<file path="config.mk">
export PLATFORM = sky130hd
export DESIGN_NAME = fib_arbiter
export DESIGN_NICKNAME = d
export VERILOG_FILES = /design/src/rtl/fib_arbiter.sv
export SDC_FILE = /design/constraint.sdc
export NUM_CORES = 1
export LEC_CHECK = 0
export ABC_CLOCK_PERIOD_IN_PS = 2800
export CORE_UTILIZATION = 37
export DETAILED_ROUTE_END_ITERATION = 8
export GPL_TIMING_DRIVEN = 0
export HOLD_SLACK_MARGIN = 0.1
export PLACE_DENSITY = 0.81
export RECOVER_POWER = 100
export SLEW_MARGIN = 5
export SYNTH_ARGS = -nofsm -noshare
export SYNTH_HDL_FRONTEND = slang
export SYNTH_SLANG_ARGS = --single-unit
</file>
<file path="constraint.sdc">
create_clock -name clk -period 2.8 [get_ports clk]
set_clock_uncertainty 0.05 [all_clocks]
set_input_delay 0.42 -clock clk [delete_from_list [all_inputs] [get_ports clk]]
set_output_delay 0.42 -clock clk [all_outputs]
set_load 0.02 [all_outputs]
</file>
<file path="src/rtl/fib_arbiter.sv">
// Round-robin arbiter sharing one Fibonacci engine among NUM_CL four-phase clients.
// Latency: n==0 answered locally (ack 2 cycles after request); n>=1 costs engine latency plus handshake cycles.
// Backpressure: losing clients stay pending untouched; the granted client holds the arbiter in RELEASE until it drops cl_req.
module fib_arbiter #(
    parameter int NUM_CL = 4,
    parameter int N_IN   = 7,
    parameter int N_OUT  = 90
) (
    input  logic                     clk,
    input  logic                     rst_n,
    input  logic [NUM_CL-1:0]        cl_req,
    input  logic [NUM_CL*N_IN-1:0]   cl_n,
    output logic [NUM_CL-1:0]        cl_ack,
    output logic [N_OUT-1:0]         cl_result,
    output logic                     fib_req,
    output logic [N_IN-1:0]          fib_n,
    input  logic                     fib_ack,
    input  logic [N_OUT-1:0]         fib_result,
    output logic                     busy
);

    localparam int GW = (NUM_CL > 1) ? $clog2(NUM_CL) : 1;

    typedef enum logic [2:0] {
        IDLE,
        ISSUE,
        WAIT_DONE,
        RELEASE,
        LOCAL
    } state_t;

    state_t              state, state_nxt;
    logic [GW-1:0]       grant, grant_nxt;
    logic [GW-1:0]       rr_ptr, rr_nxt;
    logic [NUM_CL-1:0]   ack_nxt;
    logic [N_OUT-1:0]    res_nxt;
    logic                fib_req_nxt;
    logic [N_IN-1:0]     fib_n_nxt;

    logic                win_vld;
    logic [GW-1:0]       win_idx;
    logic [N_IN-1:0]     win_n;
    logic [GW-1:0]       cand;
    int                  sum;
    logic [N_IN-1:0]     n_arr [NUM_CL];

    for (genvar i = 0; i < NUM_CL; i++) begin : g_split
        assign n_arr[i] = cl_n[i*N_IN +: N_IN];
    end

    assign win_n = n_arr[win_idx];
    assign busy  = (state != IDLE);

    // Round-robin pick: scan from rr_ptr downwards in priority so the nearest requester at/after rr_ptr wins.
    always_comb begin
        win_vld = 1'b0;
        win_idx = '0;
        sum     = 0;
        cand    = '0;
        for (int k = NUM_CL - 1; k >= 0; k--) begin
            sum = int'(rr_ptr) + k;
            if (sum >= NUM_CL) begin
                sum = sum - NUM_CL;
            end
            cand = GW'(sum);
            if (cl_req[cand]) begin
                win_vld = 1'b1;
                win_idx = cand;
            end
        end
    end

    // Next-state and registered-output decode; every register holds unless its state says otherwise.
    always_comb begin
        state_nxt   = state;
        grant_nxt   = grant;
        rr_nxt      = rr_ptr;
        ack_nxt     = cl_ack;
        res_nxt     = cl_result;
        fib_req_nxt = fib_req;
        fib_n_nxt   = fib_n;
        case (state)
            IDLE: begin
                if (win_vld) begin
                    grant_nxt = win_idx;
                    fib_n_nxt = win_n;
                    if (win_n == '0) begin
                        state_nxt = LOCAL;
                    end else begin
                        state_nxt   = ISSUE;
                        fib_req_nxt = 1'b1;
                    end
                end
            end
            ISSUE: begin
                // A high fib_ack here is left over from the previous transaction.
                if (!fib_ack) begin
                    state_nxt = WAIT_DONE;
                end
            end
            WAIT_DONE: begin
                if (fib_ack) begin
                    res_nxt        = fib_result;
                    fib_req_nxt    = 1'b0;
                    ack_nxt        = '0;
                    ack_nxt[grant] = 1'b1;
                    state_nxt      = RELEASE;
                end
            end
            LOCAL: begin
                res_nxt        = '0;
                ack_nxt        = '0;
                ack_nxt[grant] = 1'b1;
                state_nxt      = RELEASE;
            end
            RELEASE: begin
                if (!cl_req[grant]) begin
                    ack_nxt   = '0;
                    rr_nxt    = (grant == GW'(NUM_CL - 1)) ? '0 : grant + 1'b1;
                    state_nxt = IDLE;
                end
            end
            default: begin
                state_nxt = IDLE;
            end
        endcase
    end

    // State and output registers; reset abandons any transaction in flight.
    always_ff @(posedge clk or negedge rst_n) begin
        if (!rst_n) begin
            state     <= IDLE;
            grant     <= '0;
            rr_ptr    <= '0;
            cl_ack    <= '0;
            cl_result <= '0;
            fib_req   <= 1'b0;
            fib_n     <= '0;
        end else begin
            state     <= state_nxt;
            grant     <= grant_nxt;
            rr_ptr    <= rr_nxt;
            cl_ack    <= ack_nxt;
            cl_result <= res_nxt;
            fib_req   <= fib_req_nxt;
            fib_n     <= fib_n_nxt;
        end
    end

endmodule

</file>
* After elaboration in Yosys (flattened, before gate mapping) *
Index checks and enable logic that the tools add are counted.
W data, S select, Z words.

word-level totals
  word-level logic and storage cells = 94
  input port bits = 125
  output and inout bits = 103
  bits in registers = 109

operators by class
  multiplexer cells = 43
  equal/unequal tests = 10
  add/subtract/negate cells = 8
  bitwise logic cells = 2
  reduce and logical (&&, ||, !) cells = 13
  $lt $le $gt $ge = 11

operator list
  operator               number
  $pmux W90 S2           1
  $mux W90               1
  $mux W2                9
  $lt A2 B3 Y1 const B   5
  $mux W3                5
  $pmux W3 S5            1
  $bmux W7 S2            1
  $mux W7                2
  $mux W1                13
  $ge A3 B3 Y1 const B   4
  $pmux W4 S3            1
  $bmux W1 S2            5
  $ne A2 B2 Y1 const B   5
  $mux W4                2
  $reduce_and A4 Y1      2
  $sub A2 B1 Y2 const B  4
  $logic_not A7 Y1       1
  $add A2 B2 Y3 const B  2
  $eq A3 B2 Y1 const B   2
  $reduce_and A2 Y1      3
  $reduce_bool A3 Y1     2
  $reduce_bool A2 Y1     2
  $add A2 B1 Y3 const B  1
  $eq A3 B1 Y1 const B   1
  other kinds (12)       12

* Longest topological paths before layout *
Gate-level depths: netlist (run 1).

  word-level depth = 17
  depth in mapped cells = 8
  depth with buffers taken out = 7

* Worst setup path before layout (run 1) *
No wires, ideal clock.

  path type = register to register
  start point = register rr_ptr[1]
  end point = register state[0]
  library setup time = 0.128 ns
  data arrival time = 2.016 ns
  clock period less this slack = 2.194 ns
  path slack = 0.606 ns
  required time = 2.622 ns
  buffers on the path = 1
  cell stages (with the launch flop) = 9
  path through = dfrtp_1 > mux2i_1 > nor2_1 > a311oi_4 > buf_6 > mux2i_1 > mux2i_1 > nor4_1 > a21oi_1

on the way
  longest elaborated chain between the ends = 17
  elaborated cells between the ends (all ways) = 41
  classes of those cells = add/sub (7); order compare (4); eq/ne (1); mux (26); bitwise (1); reduce/logical (2)

ends and longest elaborated chain
  element                                               line    text
  from (decl)                                           34      logic [GW-1:0] rr_ptr, rr_nxt;
  from (signal assigned)                                142     rr_ptr <= rr_nxt;
  $add A2 B2 Y3                                         61      sum = int'(rr_ptr) + k;
  $ge A3 B3 Y1 / $sub A2 B1 Y2 (equally long branches)  62, 63
  $mux W2                                               62      if (sum >= NUM_CL) begin
  $bmux W1 S2                                           66      if (cl_req[cand]) begin
  $mux W1 (not written as such)                         66
  $mux W2 (4 in series)                                 66
  $not A2 Y3 (not written as such)                      51      assign win_n = n_arr[win_idx];
  $bmux W7 S2                                           51
  $mux W7 (not written as such) (2 in series)           51
  $logic_not A7 Y1                                      87      if (win_n == '0) begin
  $mux W3                                               87
  $mux W3                                               84      if (win_vld) begin
  $pmux W3 S5                                           82      case (state)
  to (signal assigned)                                  140     state <= state_nxt;
  to (decl)                                             32      state_t state, state_nxt;

Several ways; a longest one is shown, not always the timed one. The select of a mux whose other input is x is not followed.
A chain may end at the register's enable or synchronous reset.

* Final worst setup path (run 1) *
  start point = input fib_ack
  end point = register cl_result[49]

on the way
  longest elaborated chain between the ends = 2

ends and longest elaborated chain
  element                             line  text
  from (decl)                         17    input logic fib_ack,
  $ne A2 B2 Y1 (no source line)       -
  $reduce_and A2 Y1 (no source line)  -
  to (signal assigned)                144   cl_result <= res_nxt;
  to (decl)                           14    output logic [N_OUT-1:0] cl_result,

Every way passes these cells.

==> results of run 1 <==
-- worst reg2reg max path, stage by stage (launching register included) --
cell,delay [ns]
dfrtp_1,0.48
nand2b_1,0.14
a21oi_1,0.09
a311oi_4,0.52
buf_6,0.24
mux2i_1,0.21
mux2i_1,0.16
nor4_1,0.31
a21oi_1,0.10
-- per-stage QoR --
step | setup WS (ns) | instance area, um2
after global routing | 0.0237 | 7200
after detailed placement | -0.167 | 6910
final | 0.217 | 7200
after global placement | -2.64 | 6880
after CTS | 0.125 | 7220
after floorplan | 0.606 | 4430
-- cell families (layout without fill, tap and decap cells) --
group / after synthesis / count (layout)
AO/OA/AOI/OAI: 116 / 116
XOR/XNOR: 1 / 1
adder cells (fa/ha/maj): 4 / 4
buffers and inverters: 29 / 274
flip-flops: 109 / 109
multiplexers: 30 / 30
AND/OR/NAND/NOR: 50 / 50
-- power by group --
part	internal, mW	leakage [nW]	total [mW]	switching, mW
Sequential	2.31	1.36	2.74	0.437
Clock	0.721	0.142	1.28	0.559
Combinational	1.93	1.73	3.96	2.03
-- registers in the layout (all words and copies together), names as in the netlist --
signal	cells
fib_n	7
rr_ptr	2
cl_ack	4
fib_req	1
cl_result	90
state	3
grant	2
-- layer usage --
layer,global-route usage,up-vias
li1,-,1748
met1,0.233,1794
met2,0.345,160
met3,0.0550,28
met4,0.0901,0
met5,0,-
-- layout by cell type (no fill, tap or decap), drive strengths merged, types with 11 or more instances in the layout --
master and instances:
clkdlybuf4s50 122, mux2 11, a21oi 12, dfrtp 109, a22o 86, mux2i 18
clkbuf 35, o21ai 12, nand2 19, dlygate4sd3 105
-- path summary, 6_finish.rpt --
| kind | start | endpoint | cells past startpoint |
|---|---|---|---|
| max | fib_ack | cl_result[49]$_DFFE_PN0P_ | 8 |
| min | cl_ack[2]$_DFFE_PN0P_ | cl_ack[2]$_DFFE_PN0P_ | 2 |
| max reg2reg | rr_ptr[1]$_DFFE_PN0P_ | state[0]$_DFFE_PN0P_ | 8 |
| min reg2reg | cl_ack[2]$_DFFE_PN0P_ | cl_ack[2]$_DFFE_PN0P_ | 2 |
| max in group asynchronous | rst_n | cl_result[54]$_DFFE_PN0P_ | 3 |
| min in group asynchronous | rst_n | cl_result[20]$_DFFE_PN0P_ | 2 |
-- what timing repair did --
action	in CTS	in global routing
endpoints found under the setup margin	0	9
gates resized for setup	0	1
hold endpoints to repair	44	0
hold buffers	1	0
-- cell type report --
| cell class | count | share of cell area |
|---|---|---|
| inverter | 5 | 0.00261 |
| multi-input combinational | 201 | 0.219 |
| clock buffer | 11 | 0.0337 |
| clock inverter | 5 | 0.00817 |
| sequential | 109 | 0.379 |
| timing repair buffer | 229 | 0.317 |
| buffer | 24 | 0.0156 |
| tap | 143 | 0.0248 |
==> impl_metrics.tcl, run 1 <==
set metrics [dict create \
    outcome "complete, but fails checks" \
    violations "DRC" \
    clkTransAtPathRegs_ns 0.07 \
    syn-cell-area_mm2 0.00443 \
    worstPathBufferInverterCount 4 \
    syn_inst 339 \
    dr_wl_met3_um 887 \
    synth_fa_ha_area_frac 0.0113 \
    ios 228 \
    antenna_found_initial 0 \
    instances_no_fill 727 \
    viasPerCell 5.13 \
    timing.hold.ws_ns 0.423 \
    finalHoldViolations 0 \
    clockBufferDepth 2 \
    synth_top_family_by_area "compound AO/OA/AOI/OAI gates" \
    synthMuxAreaShare 0.0746 \
    overflow 0 \
    drt_wl_total_um 12200 \
    syn_to_final_growth_pct 62.5 \
    synth_common_cells "dfrtp_1, a22o_1, clkbuf_1" \
    seq_area_frac_synth 0.616 \
    rsz0062_at_grt "false" \
    die_y_um 111 \
    first_iter_violations 120 \
    cpMostUsedCell "clkbuf_1" \
    drv_cap 0 \
    antenna_cells 0 \
    synth_edf_count 0 \
    synth_cell_types 33 \
    cp_data_required_time_ns 3.02 \
    die_x_um 111 \
    hold_class "reg2reg" \
    ys_ff_latch 109 \
    track_usage 0.200 \
    port_buffers 227 \
    setup_tns_ns 0 \
    synth_area_leaders "dfrtp_1, a22o_1, mux2i_1" \
    rows 39 \
    grt_max_degree 66 \
    power.total_mw 7.99 \
    grt_pass1_wl_um 19700 \
    dr.pass1.iters 6 \
    final_util 0.623 \
    drive_gt1_frac 0.0616 \
    synth_area_leader_cell "dfrtp_1" \
    cts-root-buf "clkbuf_16" \
    finalSetupViolCount 0 \
    critPathArrivalTime_ns 2.81 \
    period_share 0.923 \
    slowest_delay_ns 0.60 \
    start_util 0.383 \
    coreArea_mm2 0.0116 \
    syn_avg_cell_area_um2 13.1 \
    place_inst 710 \
    vdd_drop_max_uv 554 \
    multi_input_comb_area_mm2 0.00158 \
    worstSkewPairLatency_ns 0.33 \
    cts_tree "done" \
    yosysWarnings 0 \
    cts_sinks 109 \
    p_per_area_mw_per_mm2 1110 \
    yosys.area.top_type_share 0.616 \
    nNetsFinal 708 \
    final_max_slew_viol_count 0 \
    synthMostInstantiatedCell "dfrtp_1" \
    yosys.area_share.xor_xnor 0.00198 \
    relSlewSlack 0.287 \
    grt_pass1_vias 3875 \
    critical-path-top-delay-family "buffers and inverters" \
    start_kind "input port" \
    met2_length_um 6000 \
    syn_nets 468 \
    top_layer "met4" \
    dieArea_mm2 0.0124 \
    synth_compound_area_frac 0.212 \
    cp-end-kind "register" \
    leakage_nw 3.23 \
    path_cells "dlygate4sd3_1 -> nand2_1 -> o21ai_0 -> nand2b_1 -> clkbuf_1 -> clkbuf_1 -> clkbuf_1 -> a22o_1" \
    dp_hpwl_um 9230 \
    async_flop_share 1.00 \
    yosys.area_share.simple 0.0548 \
    drc_errors 28 \
    ant_nets 0 \
    via_count 3730 \
    synth_flop_cell "dfrtp_1" \
    fill_cells 896 \
    path_max_fanout 10 \
    fmax_mhz 387 \
    met1_length_um 5010 \
    h-tree-depth 3 \
    seq_area_mm2 0.00273 \
    layout_min_cycle_time_ns 2.58 \
    place.gp.congestion 0.787 \
    post_cts_buffers 0 \
    cp_slowest_cell "dlygate4sd3_1" \
    worst_slew_pin_slew_ns 1.07 \
    path_class "in2reg" \
    r2r_slack_ns 0.36 \
    drt-wirelength-per-cell_um 16.8 \
    cts_buffers 9 \
]
Power figures use the tool's default switching activity.
==> run 2: changes to the inputs <==
--- a/config.mk
+++ b/config.mk
@@ -10,6 +10,7 @@
 export DETAILED_ROUTE_END_ITERATION = 8
 export GPL_TIMING_DRIVEN = 0
 export HOLD_SLACK_MARGIN = 0.1
+export MAX_ROUTING_LAYER = met4
 export PLACE_DENSITY = 0.81
 export RECOVER_POWER = 100
 export SLEW_MARGIN = 5
==> constraint.sdc (replaced) <==
create_clock -name clk -period 2.8 [get_ports clk]
set_clock_uncertainty 0.05 [all_clocks]
set_input_delay 0.7 -clock clk [delete_from_list [all_inputs] [get_ports clk]]
set_output_delay 0.7 -clock clk [all_outputs]
set_load 0.02 [all_outputs]
==> run 2 against run 1 <==
Effect of this change: the flow still finishes with violations (DRC); combinational power about the same; die area unchanged; count of clock-buffer cells in the layout unchanged; cell count stayed put; via count hardly changed; register-to-register slack better by 0.22 ns; highest routed layer unchanged.
==> impl_metrics.tcl, run 2 (synthesized netlist as in run 1, its figures left out) <==
set metrics [dict create \
    port_buffers 227 \
    hold_class "reg2reg" \
    internal_power_mw 4.97 \
    leakage_nw 3.23 \
    regToRegEndpoint "cl_result[49]$_DFFE_PN0P_" \
    p_per_area_mw_per_mm2 1110 \
    rsz0062_at_grt "false" \
    cp-end-kind "register" \
    cts-root-buf "clkbuf_16" \
    dp_hpwl_um 9230 \
    h-tree-depth 3 \
    slowest_delay_ns 0.52 \
    clkPwrFrac 0.159 \
    drive_gt1_frac 0.0668 \
    power.total_mw 8.00 \
    violations "DRC" \
    start_util 0.383 \
    place_inst 710 \
    path_cells "clkdlybuf4s50_1 -> nor4_1 -> nor2_1 -> nand2_1 -> dlygate4sd2_1 -> mux2_2" \
    instances_no_fill 727 \
    holdPathEnd "cl_ack[2]$_DFFE_PN0P_" \
    cp_data_required_time_ns 2.97 \
    finalHoldViolations 0 \
    pwr-share-comb 0.497 \
    rows 39 \
    worst_slew_pin_slew_ns 1.07 \
    start_kind "input port" \
    clockBufferDepth 2 \
    mostFrequentLayoutCells "clkdlybuf4s50_1, dfrtp_1, dlygate4sd3_1" \
    antenna_cells 0 \
    cp_slowest_cell "clkdlybuf4s50_1" \
    worst_r2r_path_depth 7 \
    setup_tns_ns 0 \
    nNetsFinal 708 \
    layout_min_cycle_time_ns 2.69 \
    layout_commonest_cell "clkdlybuf4s50_1" \
    grt_pass1_wl_um 19700 \
    die_x_um 111 \
    relSlewSlack 0.288 \
    critPathArrivalTime_ns 2.85 \
    viasPerCell 5.13 \
    cts_buffers 9 \
    clkTransAtPathRegs_ns 0.06 \
    largest_reg_flops 90 \
    outcome "complete, but fails checks" \
    ant_nets 0 \
    syn_to_final_growth_pct 62.5 \
    hold_buffers 0 \
    timing.hold.ws_ns 0.422 \
    dr.pass1.iters 6 \
    path_class "in2reg" \
    drv_cap 0 \
    regMostFlops "cl_result" \
    via_count 3728 \
    drc_errors 28 \
    worstSkewPairLatency_ns 0.33 \
    coreArea_mm2 0.0116 \
    switching_share 0.379 \
    rr_startpoint "state[1]$_DFFE_PN0P_" \
    largestRegisters "cl_result x90, fib_n x7, cl_ack x4" \
    die_y_um 111 \
    antenna_found_initial 0 \
    overflow 0 \
    drt-wirelength-per-cell_um 16.8 \
    vdd_drop_max_uv 553 \
    grt_max_degree 66 \
    power_switching_mw 3.03 \
    r2r_slack_ns 0.58 \
    min_from "cl_ack[2]$_DFFE_PN0P_" \
    finalSetupViolCount 0 \
    drt_wl_total_um 12200 \
    p_seq_frac 0.343 \
    ios 228 \
    grt_pass1_vias 3888 \
    dieArea_mm2 0.0124 \
    final_max_slew_viol_count 0 \
    path_max_fanout 10 \
    cts_sinks 109 \
    fmax_mhz 372 \
    place.gp.congestion 0.798 \
    cts_tree "done" \
    track_usage 0.207 \
    period_share 0.960 \
    first_iter_violations 126 \
    hold_depth 2 \
]
-- run 2: cell types whose count changed in the layout (fill, tap and decap cells not counted) --
cell	before	now
buf_4	0	1
and2_1	0	1
clkbuf_2	1	3
clkbuf_1	22	20
clkdlybuf4s50_1	122	124
and2_0	1	0
dlygate4sd3_1	105	102
-- run 2: how the worst max path moves through the flow --
stage,cells past startpoint,startpoint,endpoint,slack [ns]
after global routing,6,cl_req[0],fib_n[5]$_DFFE_PN0P_,0.01
final,6,cl_req[0],fib_n[5]$_DFFE_PN0P_,0.11
after floorplan,8,cl_req[2],state[0]$_DFFE_PN0P_,0.42
after detailed placement,6,fib_ack,cl_result[73]$_DFFE_PN0P_,-0.45
after global placement,1,rst_n,cl_result[55]$_DFFE_PN0P_,-2.92
after CTS,3,state[1]$_DFFE_PN0P_,busy,0.04
-- run 2: area by class of cell --
class	instances	area, um2
Clock inverter	5	58.8
Clock buffer	11	243
Timing Repair Buffer	229	2280
Buffer	24	115
Inverter	5	18.8
Sequential cell	109	2730
Multi-Input combinational cell	201	1580
Tap cell	143	179
Fill cell	893	4360
-- run 2: critical path, delay by kind of cell --
| family | cells | cell delay [ns] |
|---|---|---|
| muxes | 1 | 0.38 |
| and+or+nand+nor | 3 | 0.83 |
| buffers and inverters | 2 | 0.94 |
-- run 2: repair_timing --
item,CTS,global route
endpoints found under the setup margin,33,41
pin swaps,1,0
resized for setup,1,4
setup buffers,1,0
-- run 2: stage by stage --
stage	util	setup slack [ns]	instance area, um2
after global placement	0.595	-2.92	6880
after CTS	0.624	0.0387	7220
after global routing	0.623	0.0122	7200
after detailed placement	0.597	-0.447	6910
final	0.623	0.112	7200
after floorplan	-	0.416	4430
-- run 2: per-layer routing --
metal | global-route usage | vias up | share of wire
met5 | - | - | 0
met4 | 0.0820 | 0 | 0.024
met3 | 0.0615 | 27 | 0.072
met2 | 0.345 | 162 | 0.49
met1 | 0.234 | 1794 | 0.41
li1 | - | 1745 | -
-- run 2: power by group through the flow --
| stage | Sequential [mW] | Combinational, mW | Clock [mW] |
|---|---|---|---|
| 3_3_place_gp | 2.75 | 4.15 | 0 |
| 6_report | 2.74 | 3.98 | 1.28 |
| 5_1_grt | 2.85 | 4.24 | 1.38 |
| 2_1_floorplan | 3.56 | 1.44 | 0 |
| 3_5_place_dp | 2.78 | 4.24 | 0 |
| 4_1_cts | 2.78 | 4.27 | 1.31 |
